**src/rtl/comm_pkg.sv**
```systemverilog
// ============================================================================
// comm_pkg : shared defaults, rx state encoding and packet sizing for the link
// Revision : 1.0
// ============================================================================
`default_nettype none

package comm_pkg;

    localparam int DFLT_CLK_PER_SAMP  = 423;
    localparam int DFLT_SAMP_PER_BIT  = 16;
    localparam int DFLT_PKT_LEN       = 208;
    localparam int DFLT_WAITING_COUNT = 130_000;

    localparam int BYTES_PER_PKT = DFLT_PKT_LEN / 8;

    typedef enum logic [1:0] {
        ST_IDLE  = 2'd0,
        ST_START = 2'd1,
        ST_DATA  = 2'd2,
        ST_STOP  = 2'd3
    } rx_state_t;

    function automatic int safe_clog2(input int value);
        return (value > 1) ? $clog2(value) : 1;
    endfunction

endpackage

`default_nettype wire

```
**src/rtl/uart_byte_rx.sv**
```systemverilog
// ============================================================================
// uart_byte_rx : 8N1 oversampling byte receiver with input synchronizer
// Revision     : 1.0
// ============================================================================
`default_nettype none

module uart_byte_rx
    import comm_pkg::*;
#(
    parameter int CLK_PER_SAMP = DFLT_CLK_PER_SAMP,
    parameter int SAMP_PER_BIT = DFLT_SAMP_PER_BIT
) (
    input  logic       clk,
    input  logic       rst,
    input  logic       rx,
    output logic       byte_valid,
    output logic [7:0] byte_data,
    output logic       byte_err,
    output logic       line_idle,
    output logic       rx_level
);

    localparam int TICK_W = safe_clog2(CLK_PER_SAMP);
    localparam int SAMP_W = safe_clog2(SAMP_PER_BIT);

    localparam logic [TICK_W-1:0] TICK_LAST      = TICK_W'(CLK_PER_SAMP - 1);
    localparam logic [SAMP_W-1:0] SAMP_HALF_LAST = SAMP_W'(SAMP_PER_BIT / 2 - 1);
    localparam logic [SAMP_W-1:0] SAMP_FULL_LAST = SAMP_W'(SAMP_PER_BIT - 1);

    logic              rx_meta;
    logic              rx_sync;
    logic              rx_sync_d;
    logic              fall_edge;
    rx_state_t         state;
    rx_state_t         state_nxt;
    logic [TICK_W-1:0] tick_cnt;
    logic [SAMP_W-1:0] samp_cnt;
    logic [2:0]        bit_cnt;
    logic [7:0]        shreg;
    logic              tick;
    logic              samp_point;

    // Line idles high, so the synchronizer resets to 1 to avoid a false start.
    always_ff @(posedge clk or posedge rst) begin
        if (rst) begin
            rx_meta   <= 1'b1;
            rx_sync   <= 1'b1;
            rx_sync_d <= 1'b1;
        end else begin
            rx_meta   <= rx;
            rx_sync   <= rx_meta;
            rx_sync_d <= rx_sync;
        end
    end

    assign fall_edge  = rx_sync_d & ~rx_sync;
    assign tick       = (state != ST_IDLE) && (tick_cnt == TICK_LAST);
    assign samp_point = tick && (samp_cnt == ((state == ST_START) ? SAMP_HALF_LAST
                                                                   : SAMP_FULL_LAST));

    always_ff @(posedge clk or posedge rst) begin
        if (rst) begin
            state <= ST_IDLE;
        end else begin
            state <= state_nxt;
        end
    end

    always_comb begin
        state_nxt = state;
        case (state)
            ST_IDLE: begin
                if (fall_edge) begin
                    state_nxt = ST_START;
                end
            end
            ST_START: begin
                if (samp_point) begin
                    state_nxt = rx_sync ? ST_IDLE : ST_DATA;
                end
            end
            ST_DATA: begin
                if (samp_point && (bit_cnt == 3'd7)) begin
                    state_nxt = ST_STOP;
                end
            end
            ST_STOP: begin
                if (samp_point) begin
                    state_nxt = ST_IDLE;
                end
            end
            default: state_nxt = ST_IDLE;
        endcase
    end

    always_ff @(posedge clk or posedge rst) begin
        if (rst) begin
            tick_cnt   <= '0;
            samp_cnt   <= '0;
            bit_cnt    <= '0;
            shreg      <= '0;
            byte_valid <= 1'b0;
            byte_err   <= 1'b0;
        end else begin
            byte_valid <= 1'b0;
            byte_err   <= 1'b0;
            if (state == ST_IDLE) begin
                // Held at zero so timing restarts exactly at the start edge.
                tick_cnt <= '0;
                samp_cnt <= '0;
                bit_cnt  <= '0;
            end else begin
                tick_cnt <= tick ? '0 : tick_cnt + TICK_W'(1);
                if (samp_point) begin
                    samp_cnt <= '0;
                end else if (tick) begin
                    samp_cnt <= samp_cnt + SAMP_W'(1);
                end
            end
            if ((state == ST_DATA) && samp_point) begin
                shreg   <= {rx_sync, shreg[7:1]};
                bit_cnt <= bit_cnt + 3'd1;
            end
            if ((state == ST_STOP) && samp_point) begin
                byte_valid <= rx_sync;
                byte_err   <= ~rx_sync;
            end
        end
    end

    assign byte_data = shreg;
    assign line_idle = (state == ST_IDLE);
    assign rx_level  = rx_sync;

endmodule

`default_nettype wire

```
**src/rtl/board_packet_rx.sv**
```systemverilog
// ============================================================================
// board_packet_rx : assembles serial bytes into a full game packet with timeout
// Revision        : 1.0
// ============================================================================
`default_nettype none

module board_packet_rx
    import comm_pkg::*;
#(
    parameter int CLK_PER_SAMP  = DFLT_CLK_PER_SAMP,
    parameter int SAMP_PER_BIT  = DFLT_SAMP_PER_BIT,
    parameter int PKT_LEN       = DFLT_PKT_LEN,
    parameter int WAITING_COUNT = DFLT_WAITING_COUNT
) (
    input  logic               clk_in,
    input  logic               rst_in,
    input  logic               rx,
    output logic               ready,
    output logic [PKT_LEN-1:0] data_out,
    output logic               frame_err
);

    localparam int BYTES  = PKT_LEN / 8;
    localparam int CNT_W  = safe_clog2(BYTES + 1);
    localparam int IDLE_W = safe_clog2(WAITING_COUNT);

    localparam logic [CNT_W-1:0]  LAST_BYTE = CNT_W'(BYTES - 1);
    localparam logic [IDLE_W-1:0] IDLE_LAST = IDLE_W'(WAITING_COUNT - 1);

    logic               byte_valid;
    logic [7:0]         byte_data;
    logic               byte_err;
    logic               line_idle;
    logic               rx_level;
    logic [PKT_LEN-1:0] pkt_reg;
    logic [PKT_LEN-1:0] pkt_shifted;
    logic [CNT_W-1:0]   byte_cnt;
    logic [IDLE_W-1:0]  idle_cnt;
    logic               pkt_done;
    logic               waiting;
    logic               timeout;

    uart_byte_rx #(
        .CLK_PER_SAMP (CLK_PER_SAMP),
        .SAMP_PER_BIT (SAMP_PER_BIT)
    ) u_byte_rx (
        .clk        (clk_in),
        .rst        (rst_in),
        .rx         (rx),
        .byte_valid (byte_valid),
        .byte_data  (byte_data),
        .byte_err   (byte_err),
        .line_idle  (line_idle),
        .rx_level   (rx_level)
    );

    // New bytes enter at the top so the first byte ends up in bits [7:0].
    generate
        if (PKT_LEN > 8) begin : g_multi_byte
            assign pkt_shifted = {byte_data, pkt_reg[PKT_LEN-1:8]};
        end else begin : g_single_byte
            assign pkt_shifted = byte_data;
        end
    endgenerate

    assign waiting = line_idle && (byte_cnt != '0);
    assign timeout = waiting && (idle_cnt == IDLE_LAST);

    always_ff @(posedge clk_in or posedge rst_in) begin
        if (rst_in) begin
            pkt_reg   <= '0;
            data_out  <= '0;
            byte_cnt  <= '0;
            idle_cnt  <= '0;
            pkt_done  <= 1'b0;
            ready     <= 1'b0;
            frame_err <= 1'b0;
        end else begin
            ready     <= 1'b0;
            frame_err <= 1'b0;
            pkt_done  <= 1'b0;
            if (byte_valid) begin
                pkt_reg  <= pkt_shifted;
                byte_cnt <= byte_cnt + CNT_W'(1);
                pkt_done <= (byte_cnt == LAST_BYTE);
                idle_cnt <= '0;
            end else if (byte_err) begin
                frame_err <= 1'b1;
                byte_cnt  <= '0;
                idle_cnt  <= '0;
            end else if (pkt_done) begin
                data_out <= pkt_reg;
                ready    <= 1'b1;
                byte_cnt <= '0;
                idle_cnt <= '0;
            end else if (timeout) begin
                // Checked ahead of the rx-low reset so a coincident start begins byte 0.
                byte_cnt <= '0;
                idle_cnt <= '0;
            end else if (waiting && rx_level) begin
                idle_cnt <= idle_cnt + IDLE_W'(1);
            end else begin
                idle_cnt <= '0;
            end
        end
    end

endmodule

`default_nettype wire

```
**config.mk**
```make
export PLATFORM = sky130hd
export DESIGN_NAME = board_packet_rx
export DESIGN_NICKNAME = d
export VERILOG_FILES = /design/src/rtl/comm_pkg.sv /design/src/rtl/uart_byte_rx.sv /design/src/rtl/board_packet_rx.sv
export SDC_FILE = /design/constraint.sdc
export NUM_CORES = 1
export LEC_CHECK = 0
export CORE_MARGIN = 2
export CORE_UTILIZATION = 25
export DETAILED_ROUTE_END_ITERATION = 6
export GPL_ROUTABILITY_DRIVEN = 0
export SETUP_SLACK_MARGIN = 0.05
export SYNTH_ARGS = -nofsm -noshare
export SYNTH_HDL_FRONTEND = slang
export SYNTH_SLANG_ARGS = --single-unit
```
**constraint.sdc**
```tcl
create_clock -name clk_in -period 15.6 [get_ports clk_in]
set_input_delay 3.12 -clock clk_in [delete_from_list [all_inputs] [get_ports clk_in]]
set_output_delay 3.12 -clock clk_in [all_outputs]
set_load 0.1 [all_outputs]
```
* Word-level counts from Yosys, hierarchy flattened
Index checks and enable logic that the tools add are counted.
Operators by class: $add $sub $neg 5, eq/ne operators 12, multiplexer cells 31, bitwise gates (word level) 4, reductions and logical operators 16
Operators by type and width (number):
- $mux 17 | 5
- $mux 5 | 4
- $mux 9 | 2
- $add 17x1->17 const B | 1
- $eq 17x17->1 const B | 1
- $mux 4 | 4
- $mux 2 | 5
- $add 9x1->9 const B | 1
- $eq 9x9->1 const B | 1
- $logic_and 1x1->1 | 8
- $mux 1 | 8
- $ne 2x1->1 const B | 4
- $pmux 2 s4 | 1
- $mux 3 | 2
- $add 5x1->5 const B | 1
- $eq 5x5->1 const B | 1
- $reduce_bool 5->1 | 1
- $add 4x1->4 const B | 1
- $eq 2x2->1 const B | 2
- $eq 4x4->1 | 1
- $reduce_and 4->1 | 1
- $reduce_bool 2->1 | 2
- $reduce_bool 4->1 | 1
- $add 3x1->3 const B | 1
- 7 further kinds | 9
Storage, ports and cells: register bits 472, output and inout bits 210, word-level logic and storage cells 85

* Longest topological paths before layout
Gate-level depths: netlist (run 1).
word-level depth 8, depth in mapped cells 7, mapped depth without buffers 6

* Modules after synthesis
A second synthesis (run 1) with hierarchy kept.
Unflattened totals: cells, all modules 1113, area total of the unflattened synthesis 17933.4 µm²
By module, submodules not included:
- board_packet_rx | instances 1, cells an instance 999, area each 16554.6 µm²
- uart_byte_rx | instances 1, cells an instance 114, area each 1378.8 µm²

* Worst setup path after synthesis (run 1)
Ideal clock, no wire load.
path type reg2out, from register data_out[0], to output port data_out[0], arrival time 895 ps, data required time 12480 ps, setup slack 11585 ps, stages on the path, launching flop included 1, path through dfrtp_1
RTL lines:
- start, declared | RTL line board_packet_rx.sv:19 | output logic [PKT_LEN-1:0] data_out,
- start signal, assigned | RTL line board_packet_rx.sv:92 | data_out <= pkt_reg;
No word-level cell between the ends.

==> metrics, run 1 <==
status finished, final reports clean; Final Cycle Share a little over a third; total grt overflow 0; initial antenna violation count 1; FFs w/ async S/R, synth 100.0%; vias in the first global route 10.44k; Root Driver clkbuf_16; routed wire length ~37 mm; fmax about 0.18 GHz; Seq/Total Area, Yosys 65.81%; Comb pwr share between 1.5 and 2%; maximum clock insertion buffer count 3; Area Overhead vs Synth 28.11%; Clk Latency, worst-skew pair approximately 0.59 ns; MaxCap Viol Count 0; First DRT Iteration DRCs 477; Pwr Density around 110 mW/mm^2; Post-synth EDFFs 0; Pint a little over 2 mW; Avg Vias per Cell 4.172; Slew Limit Headroom approximately 22%; count of cell types in the netlist 42; Post-route DRC 0; leakage power figure around 11 nW; most common cell after layout, fill and taps aside dfrtp_1; Seq pwr share 48.0%; Crit path required time about 16 ns; Syn. warnings 0; CTS buffer count just over 50; CP Capture Type async pin; endpoints failing setup 0; Cell Area, Synth approximately 0.018 sq mm; NetSw 0.5411 mW; Net Count, Synth ~1.1k; Mapped Cells between 1k and 1.5k; Inst Count DP ~2.3k; max-slew violation count 0; H-tree depth 2; actual slew at the worst max-slew pin between 1 and 1.5 ns; IO buf count 212; RSZ-0062 raised after global routing false; Chip Width 272.0 microns; Sw Ratio between 20% and 30%; Mapped Avg Cell Area 15.87 sq um; CTS tree done; CP Class in2async; Tmin final 5.540 ns; die height ~270 microns; DR pass1 iterations 4; WHS between 0.3 and 0.4 ns; commonest cells after routing, fill and taps aside dfrtp_1 (468), mux2_2 (415), clkdlybuf4s50_1 (212), clkbuf_16 (52), nor2_1 (40); hpwl dp roughly 24 mm; io pins ~210; post-CTS setup buffers 0; DR vias about 10k; setup TNS 0 ns; ant diodes 0; wire length per cell approximately 16 microns; Final nets between 1k and 1.5k; PostCTS Resize Cnt 0; Clk pwr share roughly half; worst vdd ir about 0.000066 V; first-pass GRT wire length ~60 mm; Final ANT Viol Nets 0; Final Worst Setup Slack just over 10 ns; Fin Clk Skew about 0.027 ns; top_reg_cell synth dfrtp_1; Worst Path Max Fanout between 80 and 90; total power roughly 2.6 mW; TritonCTS Sinks between 400 and 500; Final Hold Fails 0; core area between 0.07 and 0.08 sq mm; GRT Overall Usage about a tenth; largest net degree at the start of global routing 194; CP Data Arrival Time 6.20 ns; Setup crit start kind input port; worst slack, placed ~9.3 ns; Hold Buf Count CTS 0; Initial Util between 20% and 30%; layout cells sized above 1 37.46%; Site Rows 98; Non-Filler Instances around 2.3k; clock slew at reported path FFs ~0.060 ns; die area 0.07397 sq mm; Hold/Removal Path Class reg2reg; Yosys reg bits approximately 470
==> cell type report <==
| class | instances | area [sq um] |
|---|---|---|
| fill | 6961 | 48240 |
| sequential | 472 | 11820 |
| multi-input combinational | 598 | 5886 |
| timing repair buffer | 223 | 2217 |
| clock buffer | 76 | 1551 |
| tap | 950 | 1189 |
| clock inverter | 19 | 302.8 |
| inverter | 8 | 33.78 |
==> power groups by stage <==
stage          clock, mW  combinational [mW]  sequential (mW)
3_5_place_dp           0              0.0475             1.27
5_1_grt             1.40              0.0537             1.24
3_3_place_gp           0              0.0455             1.27
2_1_floorplan          0              0.0352             1.27
4_1_cts             1.35              0.0476             1.24
6_report            1.30              0.0450             1.24
==> routing by layer <==
metal  global-route usage [%]  up-vias  routed length, microns
met5                        0        -                       0
met4                    3.051        0                     827
met3                    3.826       60                    2884
met2                    15.42      209                   16570
met1                    13.15     5063                   16920
li1                         -     4455                       -
==> metrics by stage <==
step | area [sq um] | util (%)
CTS | 23000 | 32.28
detailed placement | 21140 | 29.68
global placement | 21140 | 29.68
finish | 23000 | 32.28
floorplan | 17960 | -
global route | 23000 | 32.28
==> final timing paths <==
path                                           startpoint                      endpoint  slack [ns]  cells past startpoint
min                           u_byte_rx.rx_meta$_DFF_PP1_  u_byte_rx.rx_level$_DFF_PP1_        0.36                      0
min reg2reg                   u_byte_rx.rx_meta$_DFF_PP1_  u_byte_rx.rx_level$_DFF_PP1_        0.36                      0
min in group asynchronous                          rst_in       pkt_reg[34]$_DFFE_PP0P_        2.86                      2
max in group clk_in             data_out[113]$_DFFE_PP0P_                 data_out[113]       10.30                      1
max reg2reg                u_byte_rx.byte_valid$_DFF_PP0_     data_out[133]$_DFFE_PP0P_       12.28                      4
max                                                rst_in     data_out[140]$_DFFE_PP0P_       10.06                      5
==> synthesized netlist by cell type, types with 4 or more instances <==
cell type  number  area share (%)
clkbuf_1       35            0.73
nor3_1         10            0.28
ha_1            9            0.63
xnor2_1        21             1.0
nand4_1         5            0.17
nor2_1         40            0.84
dfrtp_1       469              65
mux2_1         10            0.63
xor2_1          6            0.29
buf_2          16            0.45
nand3_1        20            0.56
nor4_1          5            0.17
inv_1           8            0.17
a21oi_1         4            0.11
mux2_2        415              26
or3_1           7            0.24
nand2_1        20            0.42
==> worst max-delay path: stages <==
cell and delay (ns):
clkdlybuf4s50_1 0.45, clkinvlp_4 0.23, buf_4 0.82, buf_4 0.80, buf_4 0.65
==> logic make-up (layout without fill, tap and decap cells) <==
kind of cell,after synthesis,count (layout),synth area share [%]
and+or+nand+nor,119,119,3.339
DFF,472,472,65.81
muxes,426,426,26.71
adders and majority gates,9,9,0.6273
AOI/OAI and AO/OA,17,17,0.7598
xor gates and xnor gates,27,27,1.317
buffers and inverters,61,326,1.429
(Power assumes the default switching activity.)
==> inputs of run 2 (changes only) <==
==> constraint.sdc (replaced) <==
create_clock -name clk_in -period 5.2 [get_ports clk_in]
set_input_delay 1.04 -clock clk_in [delete_from_list [all_inputs] [get_ports clk_in]]
set_output_delay 1.04 -clock clk_in [all_outputs]
set_load 0.1 [all_outputs]
==> run 2 against run 1 <==
  * Count of clock-buffer cells in the layout fell by 2
  * First-iteration DRC count down 7.1%
  * Final cell count hardly changed
  * Largest cell class unchanged
  * Wire length rose by 1.1%
  * Largest power group unchanged
==> metrics, run 2 (synthesis gave the netlist of run 1 again) <==
leakage power figure roughly 11 nW; Final nets about 1.4k; CP max-delay cell clkdlybuf4s50_1; ant diodes 0; clock slew at reported path FFs 0.06 ns; DR pass1 iterations 4; First DRT Iteration DRCs about 440; MaxCap Viol Count 0; DR vias 9841; max-slew violation count 0; FF-to-FF setup slack ~2.6 ns; Chip Width approximately 270 microns; final core occ approximately a third; Non-Filler Instances between 2k and 2.5k; Site Rows between 90 and 100; Inst Count DP roughly 2.3k; Comb pwr share 1.8%; PostCTS Resize Cnt 0; Final Hold Fails 0; Setup crit start kind flop; Final ANT Viol Nets 0; initial antenna violation count 0; largest net degree at the start of global routing approximately 140; Hold Buf Count CTS 0; FILL cells just under 7k; Tmin final 3.193 ns; H-tree depth 2; Slew Limit Headroom roughly 20%; buffer and inverter count on the worst path 1; GRT Overall Usage between 10 and 15%; commonest cells after routing, fill and taps aside dfrtp_1 (468), mux2_2 (415), clkdlybuf4s50_1 (212), clkbuf_16 (53), nor2_1 (40); CP Class reg2out; Worst Path Max Fanout 2; Clk Latency, worst-skew pair approximately 0.6 ns; Post-route DRC 0; setup TNS 0 ns; Cell Area, Placed 0.02118 sq mm; actual slew at the worst max-slew pin between 1 and 1.5 ns; io pins between 200 and 250; die area approximately 0.074 sq mm; fmax about 0.31 GHz; Pwr Density approximately 330 mW/mm^2; endpoints failing setup 0; routed wire length around 38 mm; maximum clock insertion buffer count 3; RSZ-0062 raised after global routing false; Final Cycle Share 61.41%; core area 0.07124 sq mm; Sw Ratio approximately a fifth; die height 272.0 microns; CP peak stage delay 1.22 ns; total grt overflow 0; FF+latch area 0.01182 sq mm; Cell Chain, Critical Path clkdlybuf4s50_1; worst vdd ir 0.0001832 V; CTS buffer count 52; area occupied by multi-input gates between 0.005 and 0.006 sq mm; CP Data Arrival Time ~2.2 ns; NetSw 1.611 mW; Avg Vias per Cell around 4.2; Hold/Removal Path Class reg2reg; Seq pwr share between 40% and 50%; CP Capture Type output pin; CTS tree done; first-pass GRT wire length between 60 and 70 mm; post-CTS setup buffers 0; status finished, final reports clean; CP delay by family, top buffers and inverters; TritonCTS Sinks between 400 and 500; IO buf count roughly 210; Root Driver clkbuf_16; Area Overhead vs Synth 27.94%; Crit path required time ~4.2 ns; Clk pwr share between 40% and 50%; hpwl dp between 20 and 25 mm; most common cell after layout, fill and taps aside dfrtp_1; Fin Clk Skew 0.01956 ns; Initial Util between 20% and 30%; Pint just over 6 mW; vias in the first global route ~11k; wire length per cell around 16 microns; layout cells sized above 1 between 30% and 40%; Final Cell Area about 0.023 sq mm
-- run 2: cell types whose count changed in the layout (fill, tap and decap cells not counted) --
| cell | change |
|---|---|
| bufinv_16 | -2 |
| clkbuf_16 | +1 |
| clkinv_8 | -1 |
| inv_6 | -1 |
| clkinv_4 | -1 |
| clkinv_2 | +2 |
| clkinvlp_4 | +4 |
| clkbuf_8 | -3 |
| buf_12 | +2 |
-- run 2: final timing paths --
| check | startpoint | end | depth (start not counted) |
|---|---|---|---|
| max | data_out[113]$_DFFE_PP0P_ | data_out[113] | 1 |
| min | u_byte_rx.rx_meta$_DFF_PP1_ | u_byte_rx.rx_level$_DFF_PP1_ | 0 |
| max reg2reg | u_byte_rx.byte_valid$_DFF_PP0_ | data_out[77]$_DFFE_PP0P_ | 3 |
| min reg2reg | u_byte_rx.rx_meta$_DFF_PP1_ | u_byte_rx.rx_level$_DFF_PP1_ | 0 |
| max in group asynchronous | rst_in | u_byte_rx.byte_valid$_DFF_PP0_ | 3 |
| min in group asynchronous | rst_in | pkt_reg[81]$_DFFE_PP0P_ | 2 |
-- run 2: power by group through the flow --
stage	registers (mW)	logic [mW]	clock network [mW]
finish	3.73	0.141	3.78
global placement	3.80	0.142	0
detailed placement	3.80	0.148	0
CTS	3.73	0.149	3.93
global route	3.74	0.168	4.06
floorplan	3.80	0.106	0
-- run 2: layout make-up --
type,instances,area share (%)
flip-flops and latches,472,51.46
clock inverters,20,1.084
multi-input cells,598,25.63
well taps,950,5.175
repair buffers,225,9.827
clock buffers,74,6.684
inverters,8,0.1471
-- run 2: per-stage QoR --
stage | worst slack (ns) | power (mW) | hold WS, ns
floorplan | -2.230 | 3.902 | 0.3452
global placement | 2.458 | 3.939 | 0.3483
detailed placement | 2.446 | 3.948 | 0.3529
CTS | 1.953 | 7.809 | 0.3598
global route | 1.914 | 7.966 | 0.3598
finish | 2.007 | 7.650 | 0.3606
-- run 2: metal layers --
layer  vias up  global-route usage (%)  routed length (microns)
met2       206                   16.06                    17060
li1       4455                       -                        -
met5         -                       0                        0
met4         0                   2.906                      813
met3        59                   3.659                     2808
met1      5121                   13.32                    16930
==> inputs of run 3 (changes only) <==
==> constraint.sdc (replaced) <==
create_clock -name clk_in -period 2.8 [get_ports clk_in]
set_input_delay 0.56 -clock clk_in [delete_from_list [all_inputs] [get_ports clk_in]]
set_output_delay 0.56 -clock clk_in [all_outputs]
set_load 0.1 [all_outputs]
==> run 3 against run 2 <==
  * Hold slack about the same
  * Critical path depth up 5
  * Count of clock-buffer cells in the layout down 2
  * Register-to-register slack worse by 2.0 ns
  * Clock power up 85%
  * Largest power group unchanged
==> metrics, run 3 (synthesis gave the netlist of run 1 again) <==
Hold Path End u_byte_rx.rx_level$_DFF_PP1_; Final Hold Fails 0; CP peak stage delay 0.60 ns; r2r endpoint u_byte_rx.byte_data[3]$_DFFE_PP0P_; hold path start u_byte_rx.rx_meta$_DFF_PP1_; Inst Count DP roughly 2.3k; Final Worst Setup Slack 0.5763 ns; Initial Util 25.20%; Final Cycle Share 79.42%; CP Class reg2reg; core area roughly 0.07 sq mm; worst vdd ir roughly 0.00048 V; CTS buffer count 52; RSZ-0062 raised after global routing false; CP Capture Type flop; max-slew violation count 0; commonest cells after routing, fill and taps aside dfrtp_1 (468), mux2_2 (415), buf_4 (221), clkbuf_16 (52), nor2_1 (40); GRT Overall Usage 10.09%; worst slack, placed about 0.56 ns; MaxCap Viol Count 0; Chip Width between 200 and 300 microns; FILL cells roughly 7k; FF-to-FF setup slack between 0.5 and 0.6 ns; hpwl dp ~25 mm; Root Driver clkbuf_16; die area around 0.074 sq mm; Tmin final 2.224 ns; most common cell after layout, fill and taps aside dfrtp_1; Setup crit start kind flop; first-pass GRT wire length around 60 mm; Fin Clk Skew 0.01589 ns; largest net degree at the start of global routing a little over 100; TritonCTS Sinks roughly 470; Non-Filler Instances approximately 2.4k; Reg2Reg Launch Point u_byte_rx.tick_cnt[0]$_DFF_PP0_; CTS tree done; layout cells sized above 1 a little over half; Avg Vias per Cell 4.176; Site Rows 98; status finished, final reports clean; die height between 200 and 300 microns; routed wire length around 37 mm; WHS Path Cells 0; wire length per cell 15.80 microns; Hold Buf Count CTS 0; post-CTS setup buffers 0; Cell Chain, Critical Path inv_1, ha_1, and4b_1, nand2_1, nor4_4, mux2_1; ant diodes 0; endpoints failing setup 0; Clk Latency, worst-skew pair roughly 0.58 ns; fmax about 0.45 GHz; IO buf count ~210; Pwr Density 628.9 mW/mm^2; Post-route DRC 0; Final nets 1378; leakage power figure between 10 and 15 nW; maximum clock insertion buffer count 3; Final ANT Viol Nets 0; DR vias about 9.8k; actual slew at the worst max-slew pin around 0.7 ns; CP Data Arrival Time about 2.7 ns; CP max-delay cell nor4_4; Crit path required time 3.26 ns; vias in the first global route 10.28k; Hold/Removal Path Class reg2reg; initial antenna violation count 0; Worst Path Max Fanout 11; io pins approximately 210; DR pass1 iterations 4; R2R depth 6; clock slew at reported path FFs 0.06 ns; Slew Limit Headroom a little over half; Setup crit start u_byte_rx.tick_cnt[0]$_DFF_PP0_; Area Overhead vs Synth 25.95%; H-tree depth 2; total grt overflow 0; setup TNS 0 ns; First DRT Iteration DRCs about 450; PostCTS Resize Cnt 0
[run 3: worst max path at each step]
stage,depth (start not counted),slack (ns),endpoint
after floorplan,1,-4.15,async pin
after global placement,6,0.60,u_byte_rx.byte_data[6]$_DFFE_PP0P_
after detailed placement,6,0.56,u_byte_rx.byte_data[4]$_DFFE_PP0P_
after CTS,6,0.54,u_byte_rx.byte_data[3]$_DFFE_PP0P_
after global routing,6,0.39,u_byte_rx.byte_data[1]$_DFFE_PP0P_
final,6,0.58,u_byte_rx.byte_data[3]$_DFFE_PP0P_
[run 3: report_power, final]
| group | switching, mW | leakage (nW) | internal (mW) | total (mW) |
|---|---|---|---|---|
| Clock | 2.75 | 0.863 | 4.26 | 7.01 |
| Sequential | 0.0595 | 6.57 | 6.88 | 6.94 |
| Combinational | 0.187 | 3.87 | 0.0844 | 0.271 |
| Total | 3.00 | 11.3 | 11.2 | 14.2 |
[run 3: routing by layer]
layer / routed length, microns / global-route usage, % / vias up / part of all wire (%)
li1: - / - / 4480 / -
met1: 16710 / 13.48 / 5087 / 45
met2: 16690 / 15.24 / 220 / 45
met3: 3129 / 3.994 / 55 / 8.4
met4: 699 / 2.559 / 0 / 1.9
met5: 0 / 0 / - / 0
[run 3: layout make-up]
class / count / area, sq um / area share, %
clock buffers: 72 / 1486 / 6.574
clock inverters: 23 / 299.0 / 1.322
inverters: 8 / 33.78 / 0.1494
multi-input cells: 598 / 5886 / 26.03
flip-flops and latches: 472 / 11820 / 52.27
well taps: 950 / 1189 / 5.257
repair buffers: 234 / 1899 / 8.400
[run 3: critical path, delay by kind of cell, from the launching register on]
family | cells | cell delay [ns]
and+or+nand+nor | 3 | 1.09
buffers and inverters | 1 | 0.08
DFF | 1 | 0.42
muxes | 1 | 0.38
adders and majority gates | 1 | 0.14
[run 3: stage by stage]
stage	hold slack (ns)	area (sq um)	utilization [%]	total power, mW
2_1_floorplan	0.3452	17960	-	7.246
3_3_place_gp	0.3491	20830	29.23	7.329
3_5_place_dp	0.3509	20830	29.23	7.346
4_1_cts	0.3327	22610	31.74	14.53
5_1_grt	0.3527	22610	31.74	14.85
6_report	0.3603	22610	31.74	14.22
